### config.mk
export PLATFORM = sky130hd
export DESIGN_NAME = demux_12_stream
export DESIGN_NICKNAME = d
export VERILOG_FILES = /design/src/rtl/demux_12_stream.sv
export SDC_FILE = /design/constraint.sdc
export NUM_CORES = 1
export LEC_CHECK = 0
export BUFFER_PORTS_ARGS = -buffer_cell sky130_fd_sc_hd__buf_2
export CAP_MARGIN = 20
export CORE_MARGIN = 10
export CORE_UTILIZATION = 56
export DETAILED_ROUTE_END_ITERATION = 8
export PLACE_DENSITY_LB_ADDON = 0.12
export SKIP_LAST_GASP = 1
export SLEW_MARGIN = 20
export SYNTH_ARGS = -nofsm -noshare
export SYNTH_HDL_FRONTEND = slang
export SYNTH_HIERARCHICAL = 1
export SYNTH_SLANG_ARGS = --single-unit
### constraint.sdc
create_clock -name clk -period 2.45 [get_ports clk]
set_input_delay 0.49 -clock clk [delete_from_list [all_inputs] [get_ports clk]]
set_output_delay 0.49 -clock clk [all_outputs]
set_load 0.005 [all_outputs]
### src/rtl/demux_12_stream.sv
// Streaming 1-to-2 demultiplexer with a 2-entry buffer on each output.
// Optional per-output accepted-beat counters are enabled by DEMUX_12_STATS_EN.

module demux_12_fifo2 #(
   parameter int unsigned WIDTH = 8
) (
   input  logic             clk,
   input  logic             rst,
   input  logic             push_i,
   input  logic [WIDTH-1:0] data_i,
   input  logic             pop_i,
   output logic             full_o,
   output logic             valid_o,
   output logic [WIDTH-1:0] data_o
);

   typedef enum logic [1:0] {
      ST_EMPTY = 2'd0,
      ST_ONE   = 2'd1,
      ST_FULL  = 2'd2
   } state_e;

   state_e                 state_q, state_d;
   logic                   wr_ptr_q, wr_ptr_d;
   logic                   rd_ptr_q, rd_ptr_d;
   logic [1:0][WIDTH-1:0]  mem_q;
   logic [WIDTH-1:0]       hold_q;
   logic                   pop;

   assign pop     = pop_i & valid_o;
   assign valid_o = (state_q != ST_EMPTY);
   assign full_o  = (state_q == ST_FULL);
   // Head of the buffer; while empty, keep showing the last value presented.
   assign data_o  = valid_o ? mem_q[rd_ptr_q] : hold_q;

   always_ff @(posedge clk or posedge rst) begin
      if (rst) begin
         state_q  <= ST_EMPTY;
         wr_ptr_q <= 1'b0;
         rd_ptr_q <= 1'b0;
         mem_q    <= '0;
         hold_q   <= '0;
      end else begin
         state_q  <= state_d;
         wr_ptr_q <= wr_ptr_d;
         rd_ptr_q <= rd_ptr_d;
         hold_q   <= data_o;
         if (push_i) begin
            mem_q[wr_ptr_q] <= data_i;
         end
      end
   end

   always_comb begin
      state_d  = state_q;
      wr_ptr_d = wr_ptr_q;
      rd_ptr_d = rd_ptr_q;
      if (push_i) begin
         wr_ptr_d = ~wr_ptr_q;
      end
      if (pop) begin
         rd_ptr_d = ~rd_ptr_q;
      end
      case (state_q)
         ST_EMPTY: begin
            if (push_i) state_d = ST_ONE;
         end
         ST_ONE: begin
            if (push_i && !pop)      state_d = ST_FULL;
            else if (pop && !push_i) state_d = ST_EMPTY;
         end
         ST_FULL: begin
            if (pop && !push_i) state_d = ST_ONE;
         end
         default: state_d = ST_EMPTY;
      endcase
   end

endmodule

module demux_12_stream #(
   parameter int unsigned WIDTH = 8
`ifdef DEMUX_12_STATS_EN
   ,
   parameter int unsigned CNT_W = 16
`endif
) (
   input  logic             clk,
   input  logic             rst,
   input  logic             sel,
   input  logic             in_valid,
   input  logic [WIDTH-1:0] in_data,
   output logic             in_ready,
   output logic             out_a_valid,
   output logic [WIDTH-1:0] out_a_data,
   input  logic             out_a_ready,
   output logic             out_b_valid,
   output logic [WIDTH-1:0] out_b_data,
   input  logic             out_b_ready
`ifdef DEMUX_12_STATS_EN
   ,
   output logic [CNT_W-1:0] cnt_a,
   output logic [CNT_W-1:0] cnt_b
`endif
);

   logic full_a, full_b;
   logic accept, push_a, push_b;

   // Ready depends only on the selected buffer's fill state, never on the pop.
   assign in_ready = !rst && (sel ? !full_b : !full_a);
   assign accept   = in_valid && in_ready;
   assign push_a   = accept && !sel;
   assign push_b   = accept && sel;

   demux_12_fifo2 #(.WIDTH(WIDTH)) u_buf_a (
      .clk     (clk),
      .rst     (rst),
      .push_i  (push_a),
      .data_i  (in_data),
      .pop_i   (out_a_ready),
      .full_o  (full_a),
      .valid_o (out_a_valid),
      .data_o  (out_a_data)
   );

   demux_12_fifo2 #(.WIDTH(WIDTH)) u_buf_b (
      .clk     (clk),
      .rst     (rst),
      .push_i  (push_b),
      .data_i  (in_data),
      .pop_i   (out_b_ready),
      .full_o  (full_b),
      .valid_o (out_b_valid),
      .data_o  (out_b_data)
   );

`ifdef DEMUX_12_STATS_EN
   logic [CNT_W-1:0] cnt_a_q, cnt_a_d;
   logic [CNT_W-1:0] cnt_b_q, cnt_b_d;

   always_comb begin
      cnt_a_d = cnt_a_q;
      cnt_b_d = cnt_b_q;
      if (push_a) cnt_a_d = cnt_a_q + CNT_W'(1);
      if (push_b) cnt_b_d = cnt_b_q + CNT_W'(1);
   end

   always_ff @(posedge clk or posedge rst) begin
      if (rst) begin
         cnt_a_q <= '0;
         cnt_b_q <= '0;
      end else begin
         cnt_a_q <= cnt_a_d;
         cnt_b_q <= cnt_b_d;
      end
   end

   assign cnt_a = cnt_a_q;
   assign cnt_b = cnt_b_q;
`endif

endmodule

After elaboration in Yosys (flattened, before gate mapping). Index checks and enable logic that the tools add are counted.

Register bits after elaboration: 56.

Magnitude comparators: 6. Equality and inequality tests: 10. Muxes and demuxes: 23. Bitwise gates (word level): 6. Reductions and logical operators: 24.

Operators with widths (number): $mux W8 (8); $bwmux W16 (2); $demux W8 S1 (2); $mux W2 (8); $pmux W2 S3 (2); $logic_and A1 B1 Y1 (10); $logic_not A1 Y1 (8); $lt A1 B2 Y1 const B (4); $ne A2 B1 Y1 const B (4); $ne A3 B1 Y1 const B (2); $reduce_and A3 Y1 (2); $eq A2 B1 Y1 const B (2); $eq A2 B2 Y1 const B (2); $logic_not A2 Y1 (2); $not A1 Y1 (4); $reduce_bool A2 Y1 (2); $and A1 B1 Y1 (2); $ge A1 B1 Y1 const B (2); $mux W1 (1).

Depth between registers and ports, before layout. Gate-level depths: netlist (run 1).

Depth after elaboration: 11. Depth in mapped cells: 7. Depth with buffers taken out: 6.

Cells and area by module. The synthesis (run 1) kept the hierarchy.

By module, submodules not included: demux_12_fifo2 at u_buf_b (times used 1, cells an instance 90, area each 1239.9 µm², seq. area each 700.7 µm²); demux_12_fifo2 at u_buf_a (times used 1, cells an instance 90, area each 1184.9 µm², seq. area each 700.7 µm²); demux_12_stream (times used 1, cells an instance 5, area each 45.0 µm², seq. area each 0.0 µm²).

Least setup slack after synthesis (run 1). No wires, ideal clock.

Path type: register to register. From: reg u_buf_a.state_q[1]. To: reg u_buf_a/mem_q[0] (netlist bit). Setup time: 128 ps. Arrival: 1681 ps. Data required time: 2322 ps. Setup slack: 641 ps. Cell stages (with the launch flop): 8. Buffers on the path: 3. Clock period less this slack: 1809 ps. Cell sequence: dfrtp_1 -> buf_2 -> nor2b_1 -> nor3_1 -> buf_2 -> nor2b_1 -> buf_2 -> mux2_1.

Longest elaborated chain between the ends: 6.

Ends and longest elaborated chain: start, declared (RTL line 23) `state_e state_q, state_d;`; start signal, assigned (RTL line 44) `state_q <= state_d;`; $eq A2 B2 Y1 (RTL line 32) `assign full_o = (state_q == ST_FULL);`; net full_a (RTL line 107) `logic full_a, full_b;`; $logic_not A1 Y1 (RTL line 111) `assign in_ready = !rst && (sel ? !full_b : !full_a);`; $mux W1 (RTL line 111); $logic_and A1 B1 Y1 (RTL line 111); $logic_and A1 B1 Y1 (RTL line 112) `assign accept = in_valid && in_ready;`; $logic_and A1 B1 Y1 (RTL line 113) `assign push_a = accept && !sel;`; net push_a (RTL line 108) `logic accept, push_a, push_b;`; end signal, assigned by index (RTL line 49) `mem_q[wr_ptr_q] <= data_i;`; end, declared (RTL line 26) `logic [1:0][WIDTH-1:0] mem_q;`.

The timed path passes the listed nets, and every way through them passes these cells. A chain may end at the register's enable or synchronous reset.

Worst setup path after layout (run 1).
From: reg u_buf_b.state_q[0]. To: out out_b_data[3].

Longest elaborated chain between the ends: 2.

Ends and longest elaborated chain: start, declared (RTL line 23); start signal, assigned (RTL line 44); $reduce_bool A2 Y1 (RTL line 31) `assign valid_o = (state_q != ST_EMPTY);`; $mux W8 (RTL line 34) `assign data_o = valid_o ? mem_q[rd_ptr_q] : hold_q;`; end, declared (RTL line 98) `output logic [WIDTH-1:0] out_b_data,`.

Every way passes these cells.

==> impl_metrics.csv, run 1 <==
group,metric,value,unit
route,antenna_left,0,
synthesis,synth-simple-area-share,9.676,%
global_routing,grt_overflow,0,
timing,period_needed,2.141,ns
die,start_util,57.12,%
worst_setup_path,cp-end-kind,"primary output",
worst_setup_path,crit_fanout,13,
cts,cts.sinks,56,
worst_setup_path,ff2ff_setup_slack,0.34,ns
die,die_area,7467,um2
timing,setup_slack,0.3086,ns
route,finalWirelength,4719,um
die,rows,24,
pwr,power_density,1196,nW/um2
route,post_drt_via_cell_ratio,5.456,
pwr,vdd_ir_drop_max,0.0005760,V
cts,holdBufCountCts,0,
synthesis,yosysSeqAreaShare,56.74,%
route,drt_iter0_markers,84,
synthesis,synth_area,2470,um2
layout,final_core_util,63.95,%
layout,final_cell_area,2765,um2
global_routing,gr-usage-all-layers,13.04,%
timing,finalMaxSlewViolations,0,
timing,tns,0,ns
cts,ctsResizeCount,0,
synthesis,synthCells,185,
die,die_w,86.41,um
die,coreArea,4324,um2
placement,dp_slack,0.3738,ns
synthesis,yosysUniqueCellTypes,34,
timing,skew,0.007743,ns
worst_setup_path,cp.required,1.96,ns
cts,cts_max_path_buffers,2,
layout,layout_common_cells,"dfrtp_1 (56), buf_2 (32), nor3_1 (17), mux2i_1 (17)",
pwr,p_int,2.202,mW
route,wl_per_cell,17.35,um
synthesis,synthAdderAreaFrac,1.013,%
cts,numCtsBuffers,5,
layout,mostFrequentLayoutCell,"dfrtp_1",
global_routing,grt_max_degree,29,
cts,clk_pin_slew,0.10,ns
timing,fin_crit_sh,87.40,%
synthesis,synth-compound-area-share,4.965,%
worst_setup_path,crit_arrival,1.65,ns
worst_setup_path,r2r_end,"u_buf_b/mem_q[5]",
placement,dp_hpwl,3622,um
synthesis,synth_mux_area_share,22.70,%
worst_setup_path,startpoint,"u_buf_b/state_q[0]",
synthesis,yosys_warnings,6,
global_routing,grt_pass1_wl,7914,um
timing,hold_viol,0,
timing,setup_viol_count_final,0,
synthesis,synth.avg_cell_area,13.35,um2
synthesis,ys_seq_elements,56,
cts,cts_setup_buffers,0,
timing,tightest_slew,0.5114,ns
route,drtPass1Iterations,4,
layout,syn2layout_area_growth,11.96,%
global_routing,antenna_found_initial,0,
pwr,power_switching,1.105,mW
die,io_pins,33,
synthesis,synth_xor_area_share,1.418,%
synthesis,synthesis.nets,201,
run,max-cap-violations,0,
min_path,min_path_type,"primary input to asynchronous set/reset pin",
pwr,p_clk_share,15.0,%
pwr,leakage,1.298,nW
cts,cts-root-buf,"clkbuf_8",
die,die_y,86.41,um
pwr,switching_share,33.43,%
synthesis,synth_top_family_by_area,"multiplexers",
timing,fmax,467.0,MHz
pwr,seqPwrFrac,51.3,%
global_routing,grt_pass1_vias,1627,
pwr,power,3.307,mW
route,drc,0,
placement,postPlaceCellArea,2673,um2
pwr,comb_power_share,33.7,%
layout,drive_gt1_share,34.09,%
status,status,"finished clean",
worst_setup_path,r2r_start,"u_buf_b/state_q[0]",
worst_setup_path,cp-start-kind,"flip-flop",
cts,cts_tree,"done",
timing,rsz0062_at_grt,"false",
route,vias,1484,
timing,maxSlewHeadroom,65.91,%
worst_setup_path,ff2ff_path_depth,4,
cts,insertion_delay,0.30,ns
layout,antenna_cells,0,
worst_setup_path,worstSetupPathType,"flip-flop to primary output",
layout,nNetsFinal,235,
cts,h-tree-depth,2,
placement,place.gp.congestion,0.8175,
placement,port_buffers,32,
worst max-delay path by stage:
stage / endpoint
final: out_b_data[3]
after global routing: u_buf_b/mem_q[5]
after CTS: out_b_data[3]
after detailed placement: u_buf_b/mem_q[6]
after global placement: u_buf_b/mem_q[3]
after floorplan: u_buf_a/mem_q[0]
routing by layer:
layer,share of wire [%],global-route usage [%]
met5,0,0
met4,0.42,3.093
met3,3.5,3.471
met2,53,23.36
met1,43,15.04
registers in the layout, summed over array words and instances, names as in the netlist:
register          count
u_buf_b/wr_ptr_q      1
u_buf_a/rd_ptr_q      1
u_buf_b/hold_q        8
u_buf_b/rd_ptr_q      1
u_buf_a/wr_ptr_q      1
u_buf_b/state_q       2
u_buf_a/hold_q        8
u_buf_b/mem_q        16
u_buf_a/state_q       2
u_buf_a/mem_q        16
Yosys cell counts:
cell | count | area (um2)
mux2_1 | 8 | 90.09
nor4b_1 | 1 | 8.760
o2bb2ai_1 | 2 | 17.52
or2_1 | 1 | 6.260
nand2b_4 | 1 | 13.76
mux2_2 | 16 | 180.2
mux2_4 | 8 | 120.1
ha_1 | 2 | 25.02
nand2_2 | 1 | 6.260
a21o_1 | 1 | 7.510
o21ai_1 | 1 | 5.000
xnor2_1 | 2 | 17.52
inv_1 | 5 | 18.77
clkbuf_1 | 2 | 7.510
nor4bb_1 | 2 | 20.02
or2_2 | 1 | 6.260
xor2_1 | 2 | 17.52
nor3b_1 | 1 | 7.510
and3b_1 | 1 | 8.760
nor2b_4 | 1 | 13.76
nand2_1 | 1 | 3.750
or4_1 | 1 | 7.510
dfrtp_1 | 56 | 1401
a21oi_1 | 16 | 80.08
nor2b_1 | 4 | 25.02
buf_2 | 8 | 40.04
nand2b_1 | 1 | 6.260
mux2i_1 | 17 | 170.2
a211oi_1 | 1 | 7.510
buf_12 | 1 | 20.02
nor3_1 | 17 | 85.08
o21ai_0 | 1 | 5.000
nor3b_2 | 1 | 12.51
nand3b_1 | 1 | 7.510
cell families (layout without fill, tap and decap cells):
kind of cell / after synthesis / in the layout
DFF: 56 / 56
buffers and inverters: 16 / 51
adders and majority gates: 2 / 2
muxes: 49 / 49
and+or+nand+nor: 36 / 36
xor gates and xnor gates: 4 / 4
AOI/OAI and AO/OA: 22 / 22
final cells by class:
type	count	area, um2
fill	370	1559
clock inverter	3	23.77
sequential	56	1401
clock buffer	5	68.82
multi-input combinational	113	982.2
tap	52	65.06
timing repair buffer	38	205.2
inverter	5	18.77
power by group through the flow:
| stage | Sequential, mW | Clock [mW] | Combinational, mW |
|---|---|---|---|
| after floorplan | 1.53 | 0 | 0.885 |
| after global placement | 1.67 | 0 | 1.09 |
| after detailed placement | 1.71 | 0 | 1.14 |
| after CTS | 1.70 | 0.511 | 1.14 |
| after global routing | 1.75 | 0.553 | 1.24 |
| final | 1.70 | 0.496 | 1.11 |
per-stage QoR:
stage	std cells	hold slack (ns)
floorplan	185	0.4574
global placement	264	0.4695
detailed placement	264	0.4748
CTS	272	0.2655
global route	272	0.2923
finish	272	0.2606
critical path, cell delays in order, from the launching register on:
cell,delay [ns]
dfrtp_1,0.54
or2_2,0.43
a21oi_1,0.22
buf_2,0.15
Power figures use the tool's default switching activity.
==> run 2: changes to the inputs <==
Settings changed: ABC_AREA from default to 1, CORE_UTILIZATION 56 to 57, PLACE_DENSITY from default to 0.83, PLACE_DENSITY_LB_ADDON 0.12 to default.
==> run 2 against run 1 <==
Compared with the run above: sequential power decreased by 15%; non-clock buffer count down 3; via count is 32% higher; flip-flop and latch count unchanged; maximum frequency shrank 0.80%; worst hold slack better by 0.0019 ns; global-route usage increased by 1.0 points; highest routed layer unchanged.
==> impl_metrics.csv, run 2 <==
group,metric,value,unit
layout,syn2layout_area_growth,10.58,%
die,die_area,7637,um2
timing,rsz0062_at_grt,"false",
timing,tns,0,ns
layout,ff_latch_area,1401,um2
timing,hold_viol,0,
timing,period_needed,2.159,ns
layout,final_cell_area,2863,um2
layout,mostFrequentLayoutCell,"nand2_1",
route,finalWirelength,5024,um
worst_setup_path,path_cells,"clkinv_1, nand2_1, nand2_1, nand2_1, nand2_1, buf_2",
cts,insertion_delay,0.30,ns
worst_setup_path,cp-end-kind,"primary output",
timing,fin_crit_sh,88.11,%
worst_setup_path,crit_top_cell,"nand2_1",
cts,cts_max_path_buffers,2,
synthesis,synth-edff-count,0,
synthesis,synth.area.top_cells,"dfrtp_1 (54%), nand2_1 (21%), o21ai_2 (8.1%)",
cts,ctsResizeCount,0,
pwr,vdd_ir_drop_max,0.0004308,V
timing,fmax,463.2,MHz
cts,cts_tree,"done",
die,start_util,59.05,%
cts,h-tree-depth,2,
pwr,switching_share,35.57,%
pwr,seqPwrFrac,48.5,%
cts,holdBufCountCts,0,
global_routing,grt_pass1_vias,2008,
cts,cts-root-buf,"clkbuf_8",
pwr,comb_power_share,33.8,%
timing,finalMaxSlewViolations,0,
route,drt_iter0_markers,183,
worst_setup_path,cpPeakStageDelay,0.57,ns
synthesis,synthesis.nets,320,
die,rows,24,
cts,cts_setup_buffers,0,
synthesis,synth_top_area_share,54.13,%
layout,layout_common_cells,"nand2_1 (145), dfrtp_1 (56), buf_2 (32)",
worst_setup_path,r2r_start,"u_buf_b/state_q[1]",
min_path,min_path_type,"primary input to asynchronous set/reset pin",
cts,clk_pin_slew,0.10,ns
pwr,p_int,1.916,mW
placement,port_buffers,32,
timing,tightest_slew,0.7163,ns
worst_setup_path,cp-start-kind,"flip-flop",
route,antenna_left,0,
layout,nNetsFinal,355,
worst_setup_path,worstSetupPathType,"flip-flop to primary output",
global_routing,gr-usage-all-layers,14.09,%
die,die_w,87.39,um
worst_setup_path,ff2ff_path_depth,9,
worst_setup_path,slowest_stage,"dfrtp_1",
synthesis,synth_area,2589,um2
synthesis,yosysSeqAreaShare,54.13,%
run,max-cap-violations,0,
synthesis,synthCells,304,
pwr,leakage,1.654,nW
status,status,"finished clean",
pwr,power_switching,1.058,mW
layout,antenna_cells,0,
cts,cts.sinks,56,
layout,drive_gt1_share,22.71,%
worst_setup_path,cp.required,1.96,ns
timing,skew,0.007595,ns
worst_setup_path,ff2ff_setup_slack,0.46,ns
synthesis,ys_seq_elements,56,
global_routing,antenna_found_initial,0,
global_routing,grt_pass1_wl,8894,um
synthesis,async_flop_share,100.0,%
route,drc,0,
pwr,p_clk_share,17.6,%
synthesis,yosys_warnings,6,
synthesis,yosysUniqueCellTypes,24,
placement,dp_hpwl,3659,um
global_routing,grt_max_degree,29,
worst_setup_path,crit_fanout,10,
route,wl_per_cell,12.85,um
synthesis,synth.avg_cell_area,8.516,um2
worst_setup_path,r2r_end,"u_buf_b/mem_q[2]",
die,coreArea,4384,um2
layout,reg.largest.list,"u_buf_a/mem_q x16, u_buf_b/mem_q x16",
layout,fillerInstances,376,
cts,numCtsBuffers,5,
route,vias,1957,
layout,multi_input_area,989.7,um2
worst_setup_path,crit_arrival,1.67,ns
synthesis,post-synth-top-count-cell,"nand2_1",
pwr,power_density,1039,nW/um2
synthesis,synth_top_area_cell,"dfrtp_1",
global_routing,grt_overflow,0,
timing,maxSlewHeadroom,52.25,%
die,io_pins,33,
synthesis,ys.flop_type,"dfrtp_1",
timing,setup_viol_count_final,0,
placement,place.gp.congestion,0.7736,
worst_setup_path,crit_end,"out_b_data[6]",
synthesis,synth_top_cells_by_count,"nand2_1 (145), dfrtp_1 (56), inv_1 (30), o21ai_2 (24), o21ai_0 (10)",
placement,postPlaceCellArea,2766,um2
route,post_drt_via_cell_ratio,5.005,
die,die_y,87.39,um
worst_setup_path,startpoint,"u_buf_b/rd_ptr_q",
route,drtPass1Iterations,4,
## run 2: layout make-up
cell class	instances	area share, %
Tap cell	52	2.273
Clock buffer	7	3.365
Sequential cell	56	48.95
Inverter	34	4.458
Multi-Input combinational cell	207	34.57
Timing Repair Buffer	35	6.381
## run 2: through the flow
step	cells	hold slack [ns]	power [mW]	setup WS, ns	util, %
after CTS	391	0.2769	3.011	0.2903	65.30
after global routing	391	0.3123	3.233	0.1200	65.30
after detailed placement	384	0.4573	2.483	0.4626	63.10
after global placement	384	0.4546	2.438	0.5633	63.10
after floorplan	304	0.4529	2.132	0.7928	-
final	391	0.2624	2.973	0.2913	65.30
## run 2: cells by family after synthesis
kind of cell,after synthesis,synth area share (%)
adder cells (fa/ha/maj),2,0.9665
AO/OA/AOI/OAI,36,10.54
flip-flops,56,54.13
AND/OR/NAND/NOR,169,26.73
buffers and inverters,41,7.637
## run 2: power by group through the flow
stage                     Combinational, mW  Sequential (mW)  Clock, mW
after floorplan                       0.738             1.39          0
after global placement                0.993             1.44          0
after detailed placement               1.03             1.46          0
after CTS                              1.03             1.44      0.534
after global routing                   1.18             1.48      0.569
final                                  1.01             1.44      0.524
## run 2: worst max-delay path: cells and delay by family, from the launching register on
family | cells | cell delay [ns]
buf+inv | 2 | 0.46
simple gates | 4 | 0.33
flops | 1 | 0.57
## run 2: worst min path at each step
stage / from / to / slack [ns] / depth (start not counted)
3_3_place_gp: u_buf_a/hold_q[0] / u_buf_a/hold_q[0] / 0.45 / 2
5_1_grt: rst / u_buf_b/hold_q[7] / 0.31 / 3
4_1_cts: rst / u_buf_b/mem_q[15] / 0.28 / 3
2_1_floorplan: u_buf_b/mem_q[13] / u_buf_b/mem_q[13] / 0.45 / 2
3_5_place_dp: u_buf_a/hold_q[5] / u_buf_a/hold_q[5] / 0.46 / 2
6_report: rst / u_buf_b/state_q[0] / 0.26 / 3
## run 2: metal layers
layer / GRT usage, % / wire (um) / vias to the layer above
met3: 3.090 / 248 / 5
met1: 17.57 / 2241 / 915
met5: 0 / 0 / -
met2: 23.74 / 2475 / 37
li1: - / - / 1000
met4: 4.058 / 59 / 0
